### src/rtl/one_wire_resp_ctrl_if.sv
// Bus bundle between the 1-wire engine side (master) and the response
// packetiser (slave): transaction results, data-buffer read port, FIFO write port.
interface one_wire_resp_ctrl_if #(
  parameter int FIFO_WIDTH            = 8,
  parameter int UID_SERIAL_DATA_WIDTH = 56
);
  logic                             start;
  logic [2:0]                       read_command;
  logic [7:0]                       ROM_command;
  logic [7:0]                       Fun_cmd;
  logic [3:0]                       data_length;
  logic                             read_write;
  logic [UID_SERIAL_DATA_WIDTH-1:0] UID_Data;
  logic                             presence;
  logic [4:0]                       rd_address;
  logic [7:0]                       rd_data;
  logic                             fifo_full;
  logic [FIFO_WIDTH-1:0]            fifo_write_data;
  logic                             fifo_write_enable;
  logic                             busy;
  logic                             done;

  modport master (
    output start, read_command, ROM_command, Fun_cmd, data_length, read_write,
           UID_Data, presence, rd_data, fifo_full,
    input  rd_address, fifo_write_data, fifo_write_enable, busy, done
  );

  modport slave (
    input  start, read_command, ROM_command, Fun_cmd, data_length, read_write,
           UID_Data, presence, rd_data, fifo_full,
    output rd_address, fifo_write_data, fifo_write_enable, busy, done
  );
endinterface

### src/rtl/one_wire_resp_ctrl.sv
// Serialises a finished 1-wire transaction into response-FIFO bytes.
// Define OW_RESP_STATUS_EN to append a {presence, 7'b0} status byte to every packet.
module one_wire_resp_ctrl #(
  parameter int FIFO_WIDTH            = 8,
  parameter int UID_SERIAL_DATA_WIDTH = 56
) (
  input logic                 clk,
  input logic                 rst,
  one_wire_resp_ctrl_if.slave bus
);

`ifdef OW_RESP_STATUS_EN
  localparam bit STATUS_EN = 1'b1;
`else
  localparam bit STATUS_EN = 1'b0;
`endif

  typedef enum logic [3:0] {
    IDLE, HDR, ROM, UID, FUNC, RD_REQ, RD_WAIT, DATA, STATUS, FINISH
  } state_t;

  state_t                           state_q;
  logic [2:0]                       rd_cmd_q;
  logic                             rw_q;
  logic [3:0]                       len_q;
  logic [7:0]                       rom_q;
  logic [7:0]                       fun_q;
  logic [UID_SERIAL_DATA_WIDTH-1:0] uid_q;
  logic                             pres_q;
  logic [2:0]                       uid_cnt_q;
  logic [4:0]                       rd_addr_q;
  logic [FIFO_WIDTH-1:0]            wdata_q;
  logic                             wvld_q;
  logic                             busy_q;
  logic                             done_q;

  logic                  accept;
  state_t                tail_state;
  logic                  tail_vld;
  logic [FIFO_WIDTH-1:0] tail_data;
  state_t                pf_state;
  logic                  pf_vld;

  // wvld_q marks a pending byte; it only leaves when the FIFO has room.
  assign accept     = wvld_q & ~bus.fifo_full;
  assign tail_state = STATUS_EN ? STATUS : FINISH;
  assign tail_vld   = STATUS_EN;
  assign tail_data  = FIFO_WIDTH'({pres_q, 7'b0});
  assign pf_state   = rw_q ? RD_REQ : tail_state;
  assign pf_vld     = rw_q ? 1'b0 : tail_vld;

  assign bus.fifo_write_enable = accept;
  assign bus.fifo_write_data   = wdata_q;
  assign bus.rd_address        = rd_addr_q;
  assign bus.busy              = busy_q;
  assign bus.done              = done_q;

  always_ff @(posedge clk) begin
    if (rst) begin
      state_q   <= IDLE;
      rd_cmd_q  <= '0;
      rw_q      <= 1'b0;
      len_q     <= '0;
      rom_q     <= '0;
      fun_q     <= '0;
      uid_q     <= '0;
      pres_q    <= 1'b0;
      uid_cnt_q <= '0;
      rd_addr_q <= '0;
      wdata_q   <= '0;
      wvld_q    <= 1'b0;
      busy_q    <= 1'b0;
      done_q    <= 1'b0;
    end else begin
      done_q <= 1'b0;
      case (state_q)
        IDLE: if (bus.start) begin
          rd_cmd_q  <= bus.read_command;
          rw_q      <= bus.read_write;
          len_q     <= bus.data_length;
          rom_q     <= bus.ROM_command;
          fun_q     <= bus.Fun_cmd;
          uid_q     <= bus.UID_Data;
          pres_q    <= bus.presence;
          uid_cnt_q <= '0;
          rd_addr_q <= '0;
          wdata_q   <= FIFO_WIDTH'({bus.data_length, bus.read_write, bus.read_command});
          wvld_q    <= 1'b1;
          busy_q    <= 1'b1;
          state_q   <= HDR;
        end
        HDR: if (accept) begin
          wdata_q <= FIFO_WIDTH'(rom_q);
          state_q <= ROM;
        end
        ROM: if (accept) begin
          if (rd_cmd_q == 3'd2) begin
            wdata_q <= FIFO_WIDTH'(uid_q[7:0]);
            state_q <= UID;
          end else if (rd_cmd_q == 3'd0) begin
            wdata_q <= FIFO_WIDTH'(fun_q);
            state_q <= FUNC;
          end else begin
            wdata_q <= tail_data;
            wvld_q  <= pf_vld;
            state_q <= pf_state;
            if (pf_state == FINISH) begin
              done_q <= 1'b1;
              busy_q <= 1'b0;
            end
          end
        end
        UID: if (accept) begin
          if (uid_cnt_q == 3'd6) begin
            wdata_q <= FIFO_WIDTH'(fun_q);
            state_q <= FUNC;
          end else begin
            uid_cnt_q <= uid_cnt_q + 3'd1;
            wdata_q   <= FIFO_WIDTH'(uid_q[{uid_cnt_q + 3'd1, 3'b000} +: 8]);
          end
        end
        FUNC: if (accept) begin
          wdata_q <= tail_data;
          wvld_q  <= pf_vld;
          state_q <= pf_state;
          if (pf_state == FINISH) begin
            done_q <= 1'b1;
            busy_q <= 1'b0;
          end
        end
        RD_REQ: state_q <= RD_WAIT;
        // rd_data now reflects the address presented during RD_REQ.
        RD_WAIT: begin
          wdata_q <= FIFO_WIDTH'(bus.rd_data);
          wvld_q  <= 1'b1;
          state_q <= DATA;
        end
        DATA: if (accept) begin
          if (rd_addr_q == {1'b0, len_q}) begin
            wdata_q <= tail_data;
            wvld_q  <= tail_vld;
            state_q <= tail_state;
            if (!STATUS_EN) begin
              done_q <= 1'b1;
              busy_q <= 1'b0;
            end
          end else begin
            rd_addr_q <= rd_addr_q + 5'd1;
            wvld_q    <= 1'b0;
            state_q   <= RD_REQ;
          end
        end
        STATUS: if (accept) begin
          wvld_q  <= 1'b0;
          done_q  <= 1'b1;
          busy_q  <= 1'b0;
          state_q <= FINISH;
        end
        FINISH:  state_q <= IDLE;
        default: state_q <= IDLE;
      endcase
    end
  end

endmodule

### src/flat_wrapper.sv
// flat-port wrapper written by rule: the top's interface ports become plain ports
module one_wire_resp_ctrl_flat 
#(
  parameter int FIFO_WIDTH            = 8,
  parameter int UID_SERIAL_DATA_WIDTH = 56
)
  (clk, rst, bus_start, bus_read_command, bus_ROM_command, bus_Fun_cmd, bus_data_length, bus_read_write, bus_UID_Data, bus_presence, bus_rd_data, bus_fifo_full, bus_rd_address, bus_fifo_write_data, bus_fifo_write_enable, bus_busy, bus_done);
  one_wire_resp_ctrl_if #(.FIFO_WIDTH(FIFO_WIDTH), .UID_SERIAL_DATA_WIDTH(UID_SERIAL_DATA_WIDTH)) bus_i ();
  input logic clk;
  input logic rst;
  input wire logic [$bits(bus_i.start)-1:0] bus_start;
  input wire logic [$bits(bus_i.read_command)-1:0] bus_read_command;
  input wire logic [$bits(bus_i.ROM_command)-1:0] bus_ROM_command;
  input wire logic [$bits(bus_i.Fun_cmd)-1:0] bus_Fun_cmd;
  input wire logic [$bits(bus_i.data_length)-1:0] bus_data_length;
  input wire logic [$bits(bus_i.read_write)-1:0] bus_read_write;
  input wire logic [$bits(bus_i.UID_Data)-1:0] bus_UID_Data;
  input wire logic [$bits(bus_i.presence)-1:0] bus_presence;
  input wire logic [$bits(bus_i.rd_data)-1:0] bus_rd_data;
  input wire logic [$bits(bus_i.fifo_full)-1:0] bus_fifo_full;
  output wire logic [$bits(bus_i.rd_address)-1:0] bus_rd_address;
  output wire logic [$bits(bus_i.fifo_write_data)-1:0] bus_fifo_write_data;
  output wire logic [$bits(bus_i.fifo_write_enable)-1:0] bus_fifo_write_enable;
  output wire logic [$bits(bus_i.busy)-1:0] bus_busy;
  output wire logic [$bits(bus_i.done)-1:0] bus_done;
  assign bus_i.start = bus_start;
  assign bus_i.read_command = bus_read_command;
  assign bus_i.ROM_command = bus_ROM_command;
  assign bus_i.Fun_cmd = bus_Fun_cmd;
  assign bus_i.data_length = bus_data_length;
  assign bus_i.read_write = bus_read_write;
  assign bus_i.UID_Data = bus_UID_Data;
  assign bus_i.presence = bus_presence;
  assign bus_i.rd_data = bus_rd_data;
  assign bus_i.fifo_full = bus_fifo_full;
  assign bus_rd_address = bus_i.rd_address;
  assign bus_fifo_write_data = bus_i.fifo_write_data;
  assign bus_fifo_write_enable = bus_i.fifo_write_enable;
  assign bus_busy = bus_i.busy;
  assign bus_done = bus_i.done;
  one_wire_resp_ctrl #(.FIFO_WIDTH(FIFO_WIDTH), .UID_SERIAL_DATA_WIDTH(UID_SERIAL_DATA_WIDTH)) u_core (.clk(clk), .rst(rst), .bus(bus_i));
endmodule
### config.mk
export PLATFORM = sky130hd
export DESIGN_NAME = one_wire_resp_ctrl_flat
export DESIGN_NICKNAME = d
export VERILOG_FILES = /design/src/rtl/one_wire_resp_ctrl_if.sv /design/src/rtl/one_wire_resp_ctrl.sv /design/src/flat_wrapper.sv
export SDC_FILE = /design/constraint.sdc
export NUM_CORES = 1
export LEC_CHECK = 0
export ABC_AREA = 1
export CORE_AREA = 4 4 111 113
export DETAILED_ROUTE_END_ITERATION = 6
export DIE_AREA = 0 0 115 117
export PLACE_DENSITY = 0.84
export SLEW_MARGIN = 15
export SYNTH_ARGS = -nofsm -noshare
export SYNTH_HDL_FRONTEND = slang
export SYNTH_SLANG_ARGS = --single-unit
### constraint.sdc
create_clock -name clk -period 2.2 [get_ports clk]
set_input_delay 0.44 -clock clk [delete_from_list [all_inputs] [get_ports clk]]
set_output_delay 0.44 -clock clk [all_outputs]
set_load 0.005 [all_outputs]
==> impl_metrics.yaml, run 1 <==
sta:
  holdWs_ps: 458
  worstMarginPinSlew_ps: 674
  tns_ps: 0
  finClkSkew_ps: 7.05
  rsz0062_at_grt: "false"
  hold_violations: 0
  period_minus_slack_ps: 2070
  final_max_slew_viol_count: 0
  fmax_mhz: 482
  slew_headroom_pct: 55.1
  setup_viol: 0
  period_share_pct: 94.3
  setup_ws_ps: 126
route:
  first_pass_iters: 5
  routed_wl_um: 14900
  vias: 5410
  drt-wirelength-per-cell_um: 14.7
  via_per_inst: 5.31
  dr.first_iter.drc_count: 601
  drc: 0
  antenna_left: 0
placement:
  dp_cells: 1003
  dp_slack_ps: 5.10
  place_hpwl_um: 10900
  numPortBuffers: 108
  routabilityCongestion: 0.904
  placed_cell_area_um2: 6340
floorplanning:
  rows: 39
  die_h_um: 117
  chipWidth_um: 115
  start_util_pct: 45.1
  die_area_um2: 13500
  core_um2: 11300
  io_pins: 109
synthesis:
  ys_ff_latch: 104
  async_reset_ff_share_pct: 0
  synth_most_common_cell: "nand2_1"
  yosys-top-cells-area: "dfxtp_1 (41%), nand2_1 (11%), o21ai_0 (9.3%), nor2_1 (9.0%), nand3_1 (7.6%)"
  syn_inst: 772
  synth.net_count: 868
  yosysTopAreaCellShare_pct: 40.8
  synth-main-ff-cell: "dfxtp_1"
  yosys_warnings: 0
  postSynthAreaPerCell_um2: 6.62
  synth_top_area_cell: "dfxtp_1"
  synth.distinct_cells: 28
  synth_commonest_cells: "nand2_1 (144), nor2_1 (123), dfxtp_1 (104)"
  netlist_area_um2: 5110
  synth_edf_count: 0
  ys_seq_area_share_pct: 40.8
layout:
  area_growth_pct: 29.7
  antennaDiodeCount: 0
  design_area_um2: 6620
  post-route-util_pct: 58.5
  fin_nets: 967
  drive_above_1_share_pct: 5.83
  stdcell_count: 1018
global_routing:
  grt_pass1_wl_um: 23800
  antenna_found_initial: 0
  grt_pass1_vias: 5013
  overflow: 0
  grt_start_max_net_pins: 84
  grt_usage_pct: 22.2
setup_path:
  required_ps: 1760
  cp_top_family: "buffers and inverters"
  startpoint_type: "input port"
  worstPathCellList: "clkdlybuf4s50_1 -> nor2_1 -> buf_4 -> clkdlybuf4s50_1"
  end_kind: "output port"
  arrival_ps: 1630
  cp_max_fo: 2
  rr_worst_depth: 9
  slowest_delay_ps: 480
  path_common_cell: "clkdlybuf4s50_1"
  cp_slowest_cell: "clkdlybuf4s50_1"
  path_depth: 4
  crit_buf_inv: 3
  worst-setup-path-type: "input port to output port"
clock_network:
  clk_path_buf_depth: 2
  cts_buffers: 9
  clk_latency_ps: 340
  htreeDepth: 3
  cts_tree: "done"
  clk_pin_slew_worst_paths_ps: 70
  cts_setup_buffers: 0
  ctsResizeCount: 0
  cts_num_sinks: 104
  cts-root-buf: "clkbuf_16"
  cts-hold-fix-buffers: 0
power:
  p_comb_share_pct: 43.5
  p_clk_share_pct: 20.7
  peakVddDrop_uv: 541
  sw_frac_of_total_pct: 40.2
  internal-power_mw: 4.55
  p_sw_mw: 3.05
  finalPower_mw: 7.60
  p_leak_nw: 2.77
  seq_power_share_pct: 35.8
  cellPowerDensity_nw_per_um2: 1150
run_status:
  status: "completed"
job:
  maxCapViolCount: 0
hold_path:
  whs_path_depth: 2
  hold_path_class: "flip-flop to flip-flop"
-- final cells by class --
type | count | area (um^2)
sequential | 104 | 2080
multi-input combinational | 553 | 2560
tap | 143 | 179
clock buffer | 10 | 229
clock inverter | 5 | 56.3
timing repair buffer | 126 | 1230
fill | 1079 | 4700
inverter | 77 | 290
-- worst min-delay path, stage by stage, from the launching register on --
cell and delay (ps):
dfxtp_1 300, inv_1 60, a21oi_1 50
-- per-layer routing --
layer  GRT usage (%)  vias to the layer above  routed length [um]
met5               0                        -                   0
met4            7.98                        0                 376
met3            3.91                       30                1300
met2            34.2                      231                6650
met1            31.4                     2436                6590
li1                -                     2713                   -
-- flip-flops by register name, summed over array words and instances, names as in the netlist, 3 cells and up --
name                        cells
u_core.uid_q                   56
u_core.bus.fifo_write_data      8
u_core.fun_q                    8
u_core.rom_q                    8
u_core.bus.rd_address           5
u_core.len_q                    4
u_core.state_q                  4
u_core.rd_cmd_q                 3
u_core.uid_cnt_q                3
-- cell families (layout without fill, tap and decap cells) --
| kind of cell | after synthesis | in the layout | synth area share, % |
|---|---|---|---|
| adder cells (fa/ha/maj) | 3 | 3 | 0.735 |
| AND/OR/NAND/NOR | 361 | 361 | 29.5 |
| XOR/XNOR | 5 | 5 | 1.00 |
| AO/OA/AOI/OAI | 184 | 184 | 18.8 |
| flip-flops | 104 | 104 | 40.8 |
| buffers and inverters | 115 | 218 | 9.14 |
-- path summary, 6_finish.rpt --
path	start	to	slack, ps
max	bus_fifo_full	bus_fifo_write_enable	130
min	u_core.uid_q[35]$_SDFFE_PP0P_	u_core.uid_q[35]$_SDFFE_PP0P_	460
max reg2reg	u_core.uid_cnt_q[0]$_SDFFE_PP0P_	u_core.bus.fifo_write_data[0]$_SDFFE_PP0P_	240
min reg2reg	u_core.uid_q[35]$_SDFFE_PP0P_	u_core.uid_q[35]$_SDFFE_PP0P_	460
-- power by group through the flow --
| stage | Sequential [mW] | Combinational [mW] | Clock [mW] |
|---|---|---|---|
| 2_1_floorplan | 2.67 | 2.29 | 0 |
| 3_3_place_gp | 2.73 | 3.19 | 0 |
| 3_5_place_dp | 2.74 | 3.26 | 0 |
| 4_1_cts | 2.71 | 3.29 | 1.58 |
| 5_1_grt | 2.77 | 3.73 | 1.67 |
| 6_report | 2.72 | 3.30 | 1.58 |
-- layout by cell type, fill, tap and decap left out, types with 2 or more instances in the layout --
cell             instances
nand2_1                144
clkinv_2                 3
dfxtp_1                104
ha_1                     3
xor2_1                   3
inv_1                   68
nand2_2                  2
nor2_2                   4
nor3_1                   2
nor2_4                   3
nand4_1                  4
o211ai_1                13
clkinv_1                 2
buf_4                   17
a21oi_1                 73
inv_2                    6
clkdlybuf4s50_1        108
o21ai_0                 95
clkbuf_16                9
nor2_1                 123
nand3_1                 78
No activity file was read; power rests on OpenSTA's default activity.
==> run 2: changes to the inputs <==
Settings changed: SLEW_MARGIN 15 to default.
==> results of run 2 <==
Same layout as run 1: the final DEF is identical, and so are final timing and power.
==> run 3: changes to the inputs <==
==> constraint.sdc (replaced) <==
create_clock -name clk -period 2.2 [get_ports clk]
set_input_delay 0.22 -clock clk [delete_from_list [all_inputs] [get_ports clk]]
set_output_delay 0.22 -clock clk [all_outputs]
set_load 0.005 [all_outputs]
==> impl_metrics.yaml, run 3 (same netlist as run 1, synthesis figures left out) <==
run_status:
  status: "completed"
power:
  seq_power_share_pct: 34.9
  p_comb_share_pct: 42.6
  cellPowerDensity_nw_per_um2: 1170
  internal-power_mw: 4.71
  p_clk_share_pct: 22.6
  sw_frac_of_total_pct: 39.9
  p_leak_nw: 2.80
  peakVddDrop_uv: 625
  p_sw_mw: 3.13
sta:
  rsz0062_at_grt: "false"
  worstMarginPinSlew_ps: 447
  finClkSkew_ps: 4.09
  final_max_slew_viol_count: 0
  tns_ps: 0
  period_minus_slack_ps: 1900
  slew_headroom_pct: 70.1
  setup_viol: 0
  period_share_pct: 86.5
  fmax_mhz: 526
  holdWs_ps: 450
  hold_violations: 0
setup_path:
  arrival_ps: 2180
  cp_max_fo: 15
  cp_slowest_cell: "dfxtp_1"
  required_ps: 2480
  r2r_setup_slack_ps: 300
  r2r-end: "u_core.bus.fifo_write_data[0]$_SDFFE_PP0P_"
  startpoint_type: "flip-flop"
  worst-setup-path-type: "flip-flop to flip-flop"
  slowest_delay_ps: 390
  r2r_start: "u_core.uid_cnt_q[0]$_SDFFE_PP0P_"
  path_common_cell: "nand3_1"
  rr_worst_depth: 9
  worstPathCellList: "inv_1 -> ha_1 -> inv_1 -> o211ai_1 -> nand3_1 -> nand3_1 -> nand3_1 -> nand2_1 -> a21oi_1"
  end_kind: "flip-flop"
hold_path:
  min_from: "bus_ROM_command[2]"
  hold_path_class: "input port to flip-flop"
  hold_path_end: "u_core.rom_q[2]$_SDFFE_PP0P_"
  whs_path_depth: 3
clock_network:
  cts-hold-fix-buffers: 0
  clk_latency_ps: 350
  cts_buffers: 9
  clk_path_buf_depth: 2
  cts_setup_buffers: 0
  cts-root-buf: "clkbuf_16"
  cts_tree: "done"
  clk_pin_slew_worst_paths_ps: 70
  ctsResizeCount: 0
  cts_num_sinks: 104
  htreeDepth: 3
floorplanning:
  io_pins: 109
  die_area_um2: 13500
  start_util_pct: 45.1
  rows: 39
  core_um2: 11300
  die_h_um: 117
  chipWidth_um: 115
job:
  maxCapViolCount: 0
layout:
  drive_above_1_share_pct: 6.05
  antennaDiodeCount: 0
  top_register: "u_core.uid_q"
  largest_reg_flops: 56
  n_fill_cell: 1092
  area_growth_pct: 30.9
  final_cell_mix: "nand2_1 (144), nor2_1 (123), clkdlybuf4s50_1 (108)"
  post-route-util_pct: 59.1
  fin_nets: 968
  final_common_cell: "nand2_1"
route:
  first_pass_iters: 6
  dr.first_iter.drc_count: 718
  drc: 0
  routed_wl_um: 15200
  vias: 5454
  drt-wirelength-per-cell_um: 14.9
  antenna_left: 0
  via_per_inst: 5.35
placement:
  routabilityCongestion: 0.919
  place_hpwl_um: 10900
  numPortBuffers: 108
global_routing:
  grt_pass1_vias: 4899
  grt_start_max_net_pins: 84
  overflow: 0
  grt_usage_pct: 22.3
  grt_pass1_wl_um: 23800
  antenna_found_initial: 0
[run 3: cell types whose count changed in the layout (fill, tap and decap cells not counted)]
cell | before | now
bufinv_16 | 1 | 2
clkinvlp_4 | 1 | 0
clkinv_4 | 0 | 1
clkbuf_8 | 0 | 1
clkbuf_1 | 1 | 0
buf_12 | 1 | 2
inv_8 | 0 | 1
clkinv_2 | 3 | 1
[run 3: metrics by stage]
stage	cell area [um^2]	worst slack (ps)	instances	power (mW)
6_report	6690	298	1019	7.84
5_1_grt	6690	128	1019	8.37
4_1_cts	6690	336	1019	7.81
3_5_place_dp	6360	249	1004	6.02
3_3_place_gp	6360	331	1004	5.98
2_1_floorplan	5110	122	772	4.95
[run 3: how the worst max path moves through the flow]
stage / slack [ps] / startpoint / cells after the start / end
after global routing: 130 / u_core.state_q[1]$_SDFFE_PP0P_ / 10 / u_core.bus.busy$_SDFFE_PP0P_
final: 300 / u_core.uid_cnt_q[0]$_SDFFE_PP0P_ / 9 / u_core.bus.fifo_write_data[0]$_SDFFE_PP0P_
after detailed placement: 250 / bus_fifo_full / 10 / u_core.bus.fifo_write_data[6]$_SDFFE_PP0P_
after global placement: 330 / bus_fifo_full / 10 / u_core.bus.fifo_write_data[3]$_SDFFE_PP0P_
after CTS: 340 / u_core.uid_cnt_q[0]$_SDFFE_PP0P_ / 9 / u_core.bus.fifo_write_data[2]$_SDFFE_PP0P_
after floorplan: 120 / u_core.uid_cnt_q[0]$_SDFFE_PP0P_ / 12 / u_core.bus.fifo_write_data[2]$_SDFFE_PP0P_
[run 3: power by group through the flow]
stage | sequential (mW) | combinational (mW) | clock [mW]
after floorplan | 2.67 | 2.29 | 0
after detailed placement | 2.76 | 3.27 | 0
final | 2.73 | 3.34 | 1.77
after global placement | 2.75 | 3.24 | 0
after CTS | 2.72 | 3.31 | 1.78
after global routing | 2.78 | 3.74 | 1.85
[run 3: cell type report]
class                           count  area [um^2]  share of cell area [%]
Timing Repair Buffer              127         1250                    18.7
Tap cell                          143          179                    2.68
Clock buffer                       10          239                    3.57
Sequential cell                   104         2080                    31.1
Clock inverter                      5         88.8                    1.33
Inverter                           77          290                    4.34
Multi-Input combinational cell    553         2560                    38.3
[run 3: worst max-delay path, delay by kind of cell (launching register included)]
| kind | cells | cell delay [ps] |
|---|---|---|
| fa+ha+maj | 1 | 330 |
| compound gates | 2 | 290 |
| simple gates | 4 | 390 |
| buf+inv | 2 | 450 |
| flops | 1 | 390 |
[run 3: per-layer routing]
metal	vias to the layer above	part of all wire, %	track usage [%]
met3	38	7.4	3.96
met4	0	2.5	8.14
met5	-	0	0
met2	248	45	35.1
li1	2727	-	-
met1	2441	45	30.8
